==> config.mk <==
export PLATFORM = sky130hd
export DESIGN_NAME = lsu_data_arb
export DESIGN_NICKNAME = d
export VERILOG_FILES = /design/src/rtl/lsu_data_arb_pkg.sv /design/src/rtl/lsu_data_arb_rr_pick.sv /design/src/rtl/lsu_data_arb.sv
export SDC_FILE = /design/constraint.sdc
export NUM_CORES = 1
export LEC_CHECK = 0
export ABC_AREA = 1
export BUFFER_PORTS_ARGS = -buffer_cell sky130_fd_sc_hd__clkbuf_2
export CAP_MARGIN = 40
export CORE_AREA = 2 2 127 129
export DETAILED_ROUTE_END_ITERATION = 8
export DIE_AREA = 0 0 129 131
export PLACE_DENSITY = 0.64
export SETUP_SLACK_MARGIN = 0.02
export SYNTH_ARGS = -nofsm -noshare
export SYNTH_HDL_FRONTEND = slang
export SYNTH_HIERARCHICAL = 1
export SYNTH_SLANG_ARGS = --single-unit
==> constraint.sdc <==
create_clock -name clk_i -period 1.87 [get_ports clk_i]
set_clock_uncertainty 0.2 [all_clocks]
set_input_delay 0.187 -clock clk_i [delete_from_list [all_inputs] [get_ports clk_i]]
set_output_delay 0.187 -clock clk_i [all_outputs]
set_load 0.02 [all_outputs]
==> src/rtl/lsu_data_arb_pkg.sv <==
// Shared types for the LSU data-port arbiter.
// Request/ack bundles, FSM states and idle encodings.
package lsu_data_arb_pkg;

  localparam int LSU_ARB_MAX_REQ = 8;

  typedef struct packed {
    logic        req;
    logic        we;
    logic [1:0]  size;
    logic [3:0]  be;
    logic [31:0] addr;
    logic [31:0] wdata;
  } lsu_req_t;

  typedef struct packed {
    logic        ack;
    logic        error;
    logic [31:0] rdata;
  } lsu_ack_t;

  typedef enum logic {
    ARB_IDLE,
    ARB_LOCK
  } lsu_arb_state_e;

  // Idle downstream request: everything zero but size=1.
  localparam lsu_req_t LSU_REQ_IDLE = '{
    req:   1'b0,
    we:    1'b0,
    size:  2'd1,
    be:    4'd0,
    addr:  32'd0,
    wdata: 32'd0
  };

  localparam lsu_ack_t LSU_ACK_IDLE = '{
    ack:   1'b0,
    error: 1'b0,
    rdata: 32'd0
  };

  localparam lsu_ack_t LSU_ACK_TMO = '{
    ack:   1'b1,
    error: 1'b1,
    rdata: 32'd0
  };

endpackage

==> src/rtl/lsu_data_arb_rr_pick.sv <==
// Combinational round-robin picker.
// Scans from ptr upward, wrapping modulo NUM_REQ.
module lsu_data_arb_rr_pick #(
  parameter int NUM_REQ = 2,
  parameter int IDX_W   = $clog2(NUM_REQ)
) (
  input  logic [NUM_REQ-1:0] req,
  input  logic [IDX_W-1:0]   ptr,
  output logic               valid,
  output logic [IDX_W-1:0]   idx
);

  // First active requester at or after ptr wins.
  always_comb begin
    logic [IDX_W-1:0] j;
    valid = 1'b0;
    idx   = '0;
    j     = '0;
    for (int i = 0; i < NUM_REQ; i++) begin
      if (int'(ptr) + i >= NUM_REQ) begin
        j = IDX_W'(int'(ptr) + i - NUM_REQ);
      end else begin
        j = IDX_W'(int'(ptr) + i);
      end
      if (!valid && req[j]) begin
        valid = 1'b1;
        idx   = j;
      end
    end
  end

endmodule

==> src/rtl/lsu_data_arb.sv <==
// Round-robin arbiter sharing one LSU data port.
// Grant is held until ack; a watchdog ends hung transfers.
module lsu_data_arb
  import lsu_data_arb_pkg::*;
#(
  parameter int NUM_REQ     = 2,
  parameter int TIMEOUT_CYC = 256,
  parameter int IDX_W       = $clog2(NUM_REQ)
) (
  input  logic                     clk_i,
  input  logic                     rst_ni,
  input  lsu_req_t [NUM_REQ-1:0]   lsu_req_i,
  output lsu_ack_t [NUM_REQ-1:0]   lsu_ack_o,
  output lsu_req_t                 lsu_req_o,
  input  lsu_ack_t                 lsu_ack_i,
  output logic                     busy_o,
  output logic [IDX_W-1:0]         grant_idx_o,
  output logic                     timeout_o
);

  localparam int WD_W =
    (TIMEOUT_CYC > 0) ? $clog2(TIMEOUT_CYC + 1) : 1;

  lsu_arb_state_e      state;
  logic [IDX_W-1:0]    rr_ptr;
  logic [IDX_W-1:0]    lock_idx;
  logic [WD_W-1:0]     wdog_cnt;

  logic [NUM_REQ-1:0]  req_vec;
  logic                pick_vld;
  logic [IDX_W-1:0]    pick_idx;
  logic                lock_req;
  logic                wd_hit;

  function automatic logic [IDX_W-1:0] nxt(
    input logic [IDX_W-1:0] i
  );
    if (int'(i) == NUM_REQ - 1) return '0;
    return i + 1'b1;
  endfunction

  // Gather the request bits for the picker.
  always_comb begin
    for (int i = 0; i < NUM_REQ; i++) begin
      req_vec[i] = lsu_req_i[i].req;
    end
  end

  lsu_data_arb_rr_pick #(
    .NUM_REQ (NUM_REQ),
    .IDX_W   (IDX_W)
  ) u_pick (
    .req   (req_vec),
    .ptr   (rr_ptr),
    .valid (pick_vld),
    .idx   (pick_idx)
  );

  assign lock_req = lsu_req_i[lock_idx].req;
  assign wd_hit   = (TIMEOUT_CYC != 0) &&
                    (wdog_cnt == WD_W'(TIMEOUT_CYC));

  // Output muxing; everything is forced idle during reset.
  always_comb begin
    lsu_req_o   = LSU_REQ_IDLE;
    lsu_ack_o   = '{default: LSU_ACK_IDLE};
    busy_o      = 1'b0;
    grant_idx_o = '0;
    timeout_o   = 1'b0;
    if (rst_ni) begin
      unique case (state)
        ARB_IDLE: begin
          if (pick_vld) begin
            grant_idx_o = pick_idx;
            lsu_req_o   = lsu_req_i[pick_idx];
            if (lsu_ack_i.ack) begin
              lsu_ack_o[pick_idx] = lsu_ack_i;
            end
          end
        end
        ARB_LOCK: begin
          busy_o      = 1'b1;
          grant_idx_o = lock_idx;
          if (!lock_req) begin
            lsu_req_o = LSU_REQ_IDLE;
          end else if (lsu_ack_i.ack) begin
            lsu_req_o           = lsu_req_i[lock_idx];
            lsu_ack_o[lock_idx] = lsu_ack_i;
          end else if (wd_hit) begin
            lsu_ack_o[lock_idx] = LSU_ACK_TMO;
            timeout_o           = 1'b1;
          end else begin
            lsu_req_o = lsu_req_i[lock_idx];
          end
        end
        default: ;
      endcase
    end
  end

  // FSM, round-robin pointer and watchdog counter.
  always_ff @(posedge clk_i) begin
    if (!rst_ni) begin
      state    <= ARB_IDLE;
      rr_ptr   <= '0;
      lock_idx <= '0;
      wdog_cnt <= '0;
    end else begin
      unique case (state)
        ARB_IDLE: begin
          if (pick_vld) begin
            if (lsu_ack_i.ack) begin
              rr_ptr <= nxt(pick_idx);
            end else begin
              lock_idx <= pick_idx;
              wdog_cnt <= WD_W'(1);
              state    <= ARB_LOCK;
            end
          end
        end
        ARB_LOCK: begin
          if (!lock_req) begin
            wdog_cnt <= '0;
            state    <= ARB_IDLE;
          end else if (lsu_ack_i.ack || wd_hit) begin
            rr_ptr   <= nxt(lock_idx);
            wdog_cnt <= '0;
            state    <= ARB_IDLE;
          end else if (wdog_cnt != '1) begin
            wdog_cnt <= wdog_cnt + 1'b1;
          end
        end
        default: state <= ARB_IDLE;
      endcase
    end
  end

endmodule

## After elaboration in Yosys (flattened, before gate mapping)

Index checks and enable logic that the tools add are counted.

- Bits in registers: 12
- Logic and storage cells: 109
- Output and inout port bits: 143
- Input port bits: 180

- Add/sub/neg operators: 6
- Multiplexer cells: 71
- Equal/unequal tests: 8
- Bitwise logic cells: 4
- Reductions and logical operators: 8
- $lt $le $gt $ge: 8

Operators with widths:

| cell | count |
|---|---|
| 72-bit two-way mux | 9 |
| 68-bit two-way mux | 6 |
| 72-bit one-hot mux with 2 select lines | 1 |
| 68-bit AND | 2 |
| 68-bit one-hot mux with 2 select lines | 1 |
| 34-bit demux with 1-bit select | 2 |
| 34-bit two-way mux | 2 |
| 9-bit two-way mux | 5 |
| 1-bit two-way mux | 41 |
| 9-bit one-hot mux with 2 select lines | 1 |
| 9-bit by 1-bit adder with 9-bit output, second input constant | 1 |
| 9-bit == test, second input constant | 1 |
| 9-bit inequality test, second input constant | 1 |
| 1-bit by 2-bit < comparator with 1-bit output, second input constant | 4 |
| 2-bit inequality test, second input constant | 3 |
| 1-bit one-hot mux with 2 select lines | 3 |
| 3-bit AND reduction | 2 |
| 2-bit by 1-bit inequality test with 1-bit output, second input constant | 2 |
| 4-bit by 2-bit inequality test with 1-bit output, second input constant | 1 |
| 4-bit AND reduction | 1 |
| 1-bit logical AND | 3 |
| 1-bit adder, second input constant | 2 |
| 1-bit by 1-bit adder with 2-bit output, second input constant | 1 |
| 1-bit greater-or-equal comparator, second input constant | 2 |
| other kinds (6) | 8 |

## Logic depth before layout (Yosys ltp)

Gate-level depths: netlist of run 1.

- Depth after elaboration: 17
- Mapped depth: 13
- Depth with buffers taken out: 12

## By module

Netlist of run 1, hierarchy kept.

By module, submodules not included:

| module | seq. area each (um2) | area an instance (um2) | instances | cells an instance |
|---|---|---|---|---|
| lsu_data_arb | 240.2 | 4779.6 | 1 | 827 |
| lsu_data_arb_rr_pick | 0.0 | 18.8 | 1 | 4 |

## Worst setup path after synthesis of run 1

OpenSTA, ideal clock, no wires.

- Path kind: register to output
- From: reg lock_idx
- To: out lsu_ack_o[67] (netlist bit)
- Data required time: 1.483 ns
- Slack: -0.110 ns
- Cell stages (with the launch flop): 10
- Arrival: 1.593 ns
- Path buffers: 2
- Cells stage by stage: dfxtp_1 -> buf_4 -> inv_2 -> nand2_2 -> nand2_4 -> nor2_8 -> buf_6 -> nand2_1 -> nand2_1 -> nor3b_1

RTL lines:

| what | line | RTL |
|---|---|---|
| start, declared | lsu_data_arb.sv:26 | `logic [IDX_W-1:0] lock_idx;` |
| start signal, assigned | lsu_data_arb.sv:115 | `lock_idx <= pick_idx;` |
| end, declared | lsu_data_arb.sv:13 | `output lsu_ack_t [NUM_REQ-1:0] lsu_ack_o,` |

==> metrics.cfg, run 1 <==
[logic_synthesis]
synth_area_leader_cell = a21oi_2
synth_warnings = 6
synth_area_leaders = a21oi_2 13%, o211ai_1 11%, inv_1 10%
ys_seq_elements = 12
synth.net_count = 1014
synth_top_cells_by_count = 128 x inv_1, 114 x nand2_1, 96 x nor2_1
synth_cells = 831
syn_area_per_cell_um2 = 5.77
seq_area_frac_synth_pct = 5.01
synth_cell_types = 34
synth_most_common_cell = inv_1
async_flop_share_pct = 0
syn-cell-area_mm2 = 0.00480
synth-edff-count = 0
dominantRegCellSynth = dfxtp_1
netlist.area_leader.share_pct = 12.8

[sta]
rsz0062_at_grt = yes
fmax_ghz = 0.421
slew_violations = 0
fin_crit_sh_pct = 127
whs_ns = 0.237
setup_violations = 151
layout_min_cycle_time_ns = 2.38
layout_setup_ws_ns = -0.505
slew_headroom_pct = 69.1
tightest_slew_ns = 0.464
hold_viol_final = 0

[drt]
dr.pass1.iters = 5
routed_wl_mm = 22.5
vias = 7171
routed_via_density = 5.01
dr.first_iter.drc_count = 424
drtAntennaViolNets = 0
wl_per_cell_um = 15.8
drc = 0

[floorplanning]
die_area_mm2 = 0.0169
io_pins = 323
die_width_um = 129
start_util_pct = 30.8
coreArea_mm2 = 0.0156
die_h_um = 131
rows = 46

[power]
cellPowerDensity_mw_per_mm2 = 364
p_leak_nw = 4.87
peakVddDrop_mv = 0.360

[min_path]
worstHoldPathType = in2reg
min_path_cells = 4

[setup_path]
cp.depth = 14
cp_slowest_cell = dfxtp_2
path_common_cell = nand2_2
crit_chain = inv_4 -> ha_4 -> nand2_2 -> inv_2 -> nand2_2 -> nor2_4 -> nand2_2 -> nand2_4 -> clkinv_8 -> buf_12 -> buf_16 -> nand2_4 -> a21oi_4 -> buf_8
crit_required_ns = 1.48
crit_buf_inv = 6
cp_top_family = buffers and inverters
slowest_delay_ns = 0.33
critPathMaxFanout = 7
crit_type = reg2out
crit_arrival_ns = 1.99
r2r_cells = 14
critical_path.startpoint_type = flop
cp-end-kind = output pin

[final_layout]
antenna_cells = 0
final_core_util_pct = 64.7
fill_cells = 1277
nNetsFinal = 1399
final_area_mm2 = 0.0101
ff_latch_area_um2 = 248
layoutNonFillerInstCount = 1431
layout-drive-gt1-share_pct = 58.6
multi_input_area_mm2 = 0.00486
area_delta_synth_final_pct = 110

[grt]
grt_usage_pct = 23.5
grt_max_degree = 49
overflow = 0
grt_pass1_wl_mm = 32.8
antenna_found_initial = 0
first_global_vias = 6618

[placed_design]
io_buffers = 322
numPlacedInstances = 1384
gp_congestion = 0.817
hpwl_mm = 14.9
placed_area_mm2 = 0.00771

[run_status]
violations = negative setup slack
status = finished, violations left

[job]
drv_cap = 0

[clocking]
root_buffer = clkbuf_16
hold_buffers = 0
clockBufferDepth = 2
clkTransAtPathRegs_ns = 0.05
cts_tree = built
clock_latency_ns = 0.25
cts_max_level = 1
numCtsBuffers = 3
cts_num_sinks = 12

==> final timing paths <==
kind         slack (ns)   startpoint       endpoint
max               -0.51  wdog_cnt[0]  lsu_req_o[60]
min                0.24       rst_ni    wdog_cnt[4]
max reg2reg       -0.29  wdog_cnt[0]    wdog_cnt[0]
min reg2reg        0.35  wdog_cnt[8]    wdog_cnt[8]
==> stage by stage <==
step                      worst slack [ns]  power (W)  TNS (ns)
after global routing                -0.554    0.00387    -63.61
final                               -0.505    0.00367    -54.86
after detailed placement            -0.196    0.00248    -13.50
after CTS                           -0.409    0.00341    -45.49
after global placement              -0.196    0.00247    -12.95
after floorplan                    -0.0750    0.00175     -1.55
==> where the power goes <==
part	leakage, nW	total (W)	switching, W	internal, W
sequential	0.0999	0.000286	0.0000137	0.000272
clock	0.0382	0.000412	0.000124	0.000288
combinational	4.73	0.00297	0.00162	0.00135
==> cell families after synthesis <==
family / Yosys count / synth area share [%]
AOI/OAI and AO/OA: 229 / 33.4
xor gates and xnor gates: 1 / 0.183
adders and majority gates: 3 / 0.782
buffers and inverters: 205 / 19.6
DFF: 12 / 5.01
and+or+nand+nor: 381 / 41.1
==> worst min-delay path: stages <==
cell and delay, ns:
clkbuf_2 0.13, buf_4 0.21, nand2_1 0.08, nor2_1 0.03
==> timing repair <==
| action | in CTS | in global routing |
|---|---|---|
| setup endpoints to repair | 151 | 151 |
| endpoints found under the hold margin | 0 | 0 |
| resized for setup | 329 | 218 |
| cloned | 9 | 1 |
| setup buffers | 24 | 17 |
| pin swaps | 13 | 22 |
==> final cells by class <==
cell class / instances / area share [%]
flip-flops and latches: 12 / 2.45
repair buffers: 450 / 40.5
multi-input cells: 614 / 48.1
repair inverters: 1 / 0.161
well taps: 216 / 2.68
clock buffers: 4 / 0.781
inverters: 134 / 5.28
==> placed cells by master (no fill, tap or decap), types with 4 or more instances in the layout <==
master,netlist,routed
nand3_1,26,21
nand3_2,0,4
clkbuf_16,0,5
nand2_2,71,25
buf_6,5,36
clkbuf_2,0,180
a21oi_4,0,71
inv_2,5,7
nor2_1,96,92
nor3_2,37,47
a21oi_1,79,76
nand2_1,114,103
nand2_4,2,58
o211ai_1,71,71
inv_1,128,122
dfxtp_1,12,8
clkbuf_8,0,12
buf_4,2,123
buf_8,0,67
buf_16,0,5
buf_12,7,25
nor3_4,0,17
==> sequential cells by signal, indices dropped and copies added, names as in the netlist <==
name and count:
state 1, rr_ptr 1, lock_idx 1, wdog_cnt 9
==> per-layer routing <==
metal / vias to the layer above / GRT usage [%] / routed length [um] / share of wire (%)
met5: - / 0 / 0 / 0
met3: 53 / 3.18 / 1200 / 5.3
met1: 3353 / 28.4 / 8750 / 39
li1: 3496 / - / - / -
met2: 269 / 44.4 / 12000 / 53
met4: 0 / 4.80 / 582 / 2.6
No activity file was read; power rests on OpenSTA's default activity.
==> inputs of run 2 (changes only) <==
- RECOVER_POWER: unset -> 25
==> run 2 against run 1 <==
Net effect:
- sequential power hardly changed
- register-to-register slack hardly changed
- setup slack hardly changed
- the run still ends with negative setup slack left
- via count hardly changed
- sequential share of layout area hardly changed
- largest power group unchanged
- clock power hardly changed
==> metrics.cfg, run 2 (synthesized netlist as in run 1, its figures left out) <==
[drt]
drc = 0  ; unchanged
routed.top_layer = met4  ; unchanged
drtAntennaViolNets = 0  ; unchanged
wl_met3_mm = 1.18  ; was 1.20 mm
wl_met1_mm = 8.78  ; was 8.75 mm
wl_per_cell_um = 15.8  ; about the same
dr_wl_met2_mm = 12.0  ; about the same
dr.pass1.iters = 5  ; unchanged
routed_via_density = 5.01  ; about the same
vias = 7174  ; was 7171
routed_wl_mm = 22.6  ; was 22.5 mm
dr.first_iter.drc_count = 424  ; unchanged

[placed_design]
numPlacedInstances = 1384  ; unchanged
placed_area_mm2 = 0.00771  ; unchanged
hpwl_mm = 14.9  ; unchanged
io_buffers = 322  ; unchanged
gp_congestion = 0.817  ; unchanged

[setup_path]
cp_top_family = buffers and inverters  ; unchanged
crit_buf_inv = 6  ; unchanged
crit_type = reg2out  ; unchanged
cp-end-kind = output pin  ; unchanged
critical_path.startpoint_type = flop  ; unchanged
crit_arrival_ns = 1.99  ; about the same
cp_slowest_cell = dfxtp_2  ; unchanged
crit_chain = inv_4 -> ha_4 -> nand2_2 -> inv_2 -> nand2_2 -> nor2_4 -> nand2_2 -> nand2_4 -> clkinv_8 -> buf_12 -> buf_16 -> nand2_4 -> a21oi_4 -> buf_8  ; unchanged
path_common_cell = nand2_2  ; unchanged
crit_required_ns = 1.48  ; about the same
slowest_delay_ns = 0.33  ; about the same
critPathMaxFanout = 7  ; unchanged

[sta]
slew_headroom_pct = 69.0  ; was 69.1%
layout_setup_ws_ns = -0.505  ; about the same
layout_min_cycle_time_ns = 2.38  ; about the same
tightest_slew_ns = 0.464  ; about the same
fmax_ghz = 0.421  ; about the same
hold_viol_final = 0  ; unchanged
setup_tns_ns = -54.88  ; was -54.86 ns
setup_violations = 151  ; unchanged
whs_ns = 0.238  ; was 0.237 ns
fin_crit_sh_pct = 127  ; about the same
slew_violations = 0  ; unchanged
rsz0062_at_grt = yes  ; unchanged

[grt]
grt_max_degree = 49  ; unchanged
grt_pass1_wl_mm = 32.8  ; unchanged
overflow = 0  ; unchanged
antenna_found_initial = 0  ; unchanged
grt_usage_pct = 23.5  ; unchanged
first_global_vias = 6618  ; unchanged

[power]
swShare_pct = 48.0  ; about the same
peakVddDrop_mv = 0.360  ; about the same
total_power_w = 0.00367  ; about the same
p_seq_share_pct = 7.8  ; about the same
p_int_w = 0.00191  ; about the same
switching_power_w = 0.00176  ; about the same
clkPwrFrac_pct = 11.2  ; about the same
p_leak_nw = 4.87  ; about the same
cellPowerDensity_mw_per_mm2 = 364  ; about the same
combPwrFrac_pct = 81.0  ; about the same

[min_path]
worstHoldPathType = in2reg  ; unchanged

[final_layout]
final_common_cell = clkbuf_2  ; unchanged
top_register = wdog_cnt  ; unchanged
area_delta_synth_final_pct = 110  ; about the same
layoutNonFillerInstCount = 1431  ; unchanged
final_cell_mix = 179 x clkbuf_2, 123 x buf_4, 122 x inv_1  ; was 180 x clkbuf_2, 123 x buf_4, 122 x inv_1
antenna_cells = 0  ; unchanged
layout-drive-gt1-share_pct = 58.5  ; was 58.6%
nNetsFinal = 1399  ; unchanged
largest_register_ffs = 9  ; unchanged
final_area_mm2 = 0.0101  ; about the same

[clocking]
numCtsBuffers = 3  ; unchanged
cts_num_sinks = 12  ; unchanged
cts_tree = built  ; unchanged
cts_max_level = 1  ; unchanged
clockBufferDepth = 2  ; unchanged
clkTransAtPathRegs_ns = 0.05  ; about the same
clock_latency_ns = 0.25  ; about the same
root_buffer = clkbuf_16  ; unchanged

[floorplanning]
die_area_mm2 = 0.0169  ; unchanged
coreArea_mm2 = 0.0156  ; unchanged
rows = 46  ; unchanged
die_width_um = 129  ; unchanged
die_h_um = 131  ; unchanged
start_util_pct = 30.8  ; unchanged
io_pins = 323  ; unchanged

[run_status]
violations = negative setup slack  ; unchanged
status = finished, violations left  ; unchanged

[job]
drv_cap = 0  ; unchanged

run 2: cell types whose count changed in the layout (fill, tap and decap cells not counted):
cell	before	now
clkbuf_1	1	2
clkbuf_2	180	179
run 2: stage by stage:
| stage | setup WS (ns) | util, % |
|---|---|---|
| 2_1_floorplan | -0.0750 | - |
| 4_1_cts | -0.409 | 61.2 |
| 5_1_grt | -0.554 | 64.7 |
| 6_report | -0.505 | 64.7 |
| 3_5_place_dp | -0.196 | 49.4 |
| 3_3_place_gp | -0.196 | 49.4 |
run 2: power by group through the flow:
stage          Combinational (W)  Clock [W]  Sequential (W)
2_1_floorplan            0.00146          0        0.000285
3_3_place_gp             0.00218          0        0.000286
3_5_place_dp             0.00220          0        0.000287
4_1_cts                  0.00270   0.000418        0.000284
5_1_grt                  0.00315   0.000431        0.000287
6_report                 0.00297   0.000413        0.000286
run 2: worst paths after layout:
kind	cells after the start	slack [ns]	endpoint	startpoint
min reg2reg	2	0.35	wdog_cnt[8]	wdog_cnt[8]
min	4	0.24	wdog_cnt[4]	rst_ni
max reg2reg	14	-0.29	wdog_cnt[0]	wdog_cnt[0]
max	14	-0.51	lsu_req_o[60]	wdog_cnt[0]
run 2: tightest hold or removal path, cell delays in order:
cell and delay (ns):
clkbuf_2 0.13, buf_4 0.21, nand2_1 0.08, nor2_1 0.03
run 2: final cells by class:
| type | count | area [um^2] |
|---|---|---|
| clock buffers | 4 | 78.8 |
| fillers | 1278 | 5510 |
| inverters | 134 | 533 |
| multi-input cells | 614 | 4860 |
| flip-flops and latches | 12 | 248 |
| well taps | 216 | 270 |
| repair buffers | 450 | 4090 |
| repair inverters | 1 | 16.3 |
run 2: repair_timing:
action,CTS,global route
gates resized for setup,329,218
hold buffers,0,0
buffers inserted,24,17
endpoints found under the setup margin,151,151
pin swaps,13,22
hold endpoints to repair,0,0
gates cloned,9,1
run 2: layer usage:
| metal | GRT usage (%) | up-vias |
|---|---|---|
| met5 | 0 | - |
| met4 | 4.80 | 0 |
| li1 | - | 3496 |
| met2 | 44.4 | 264 |
| met3 | 3.18 | 53 |
| met1 | 28.4 | 3361 |
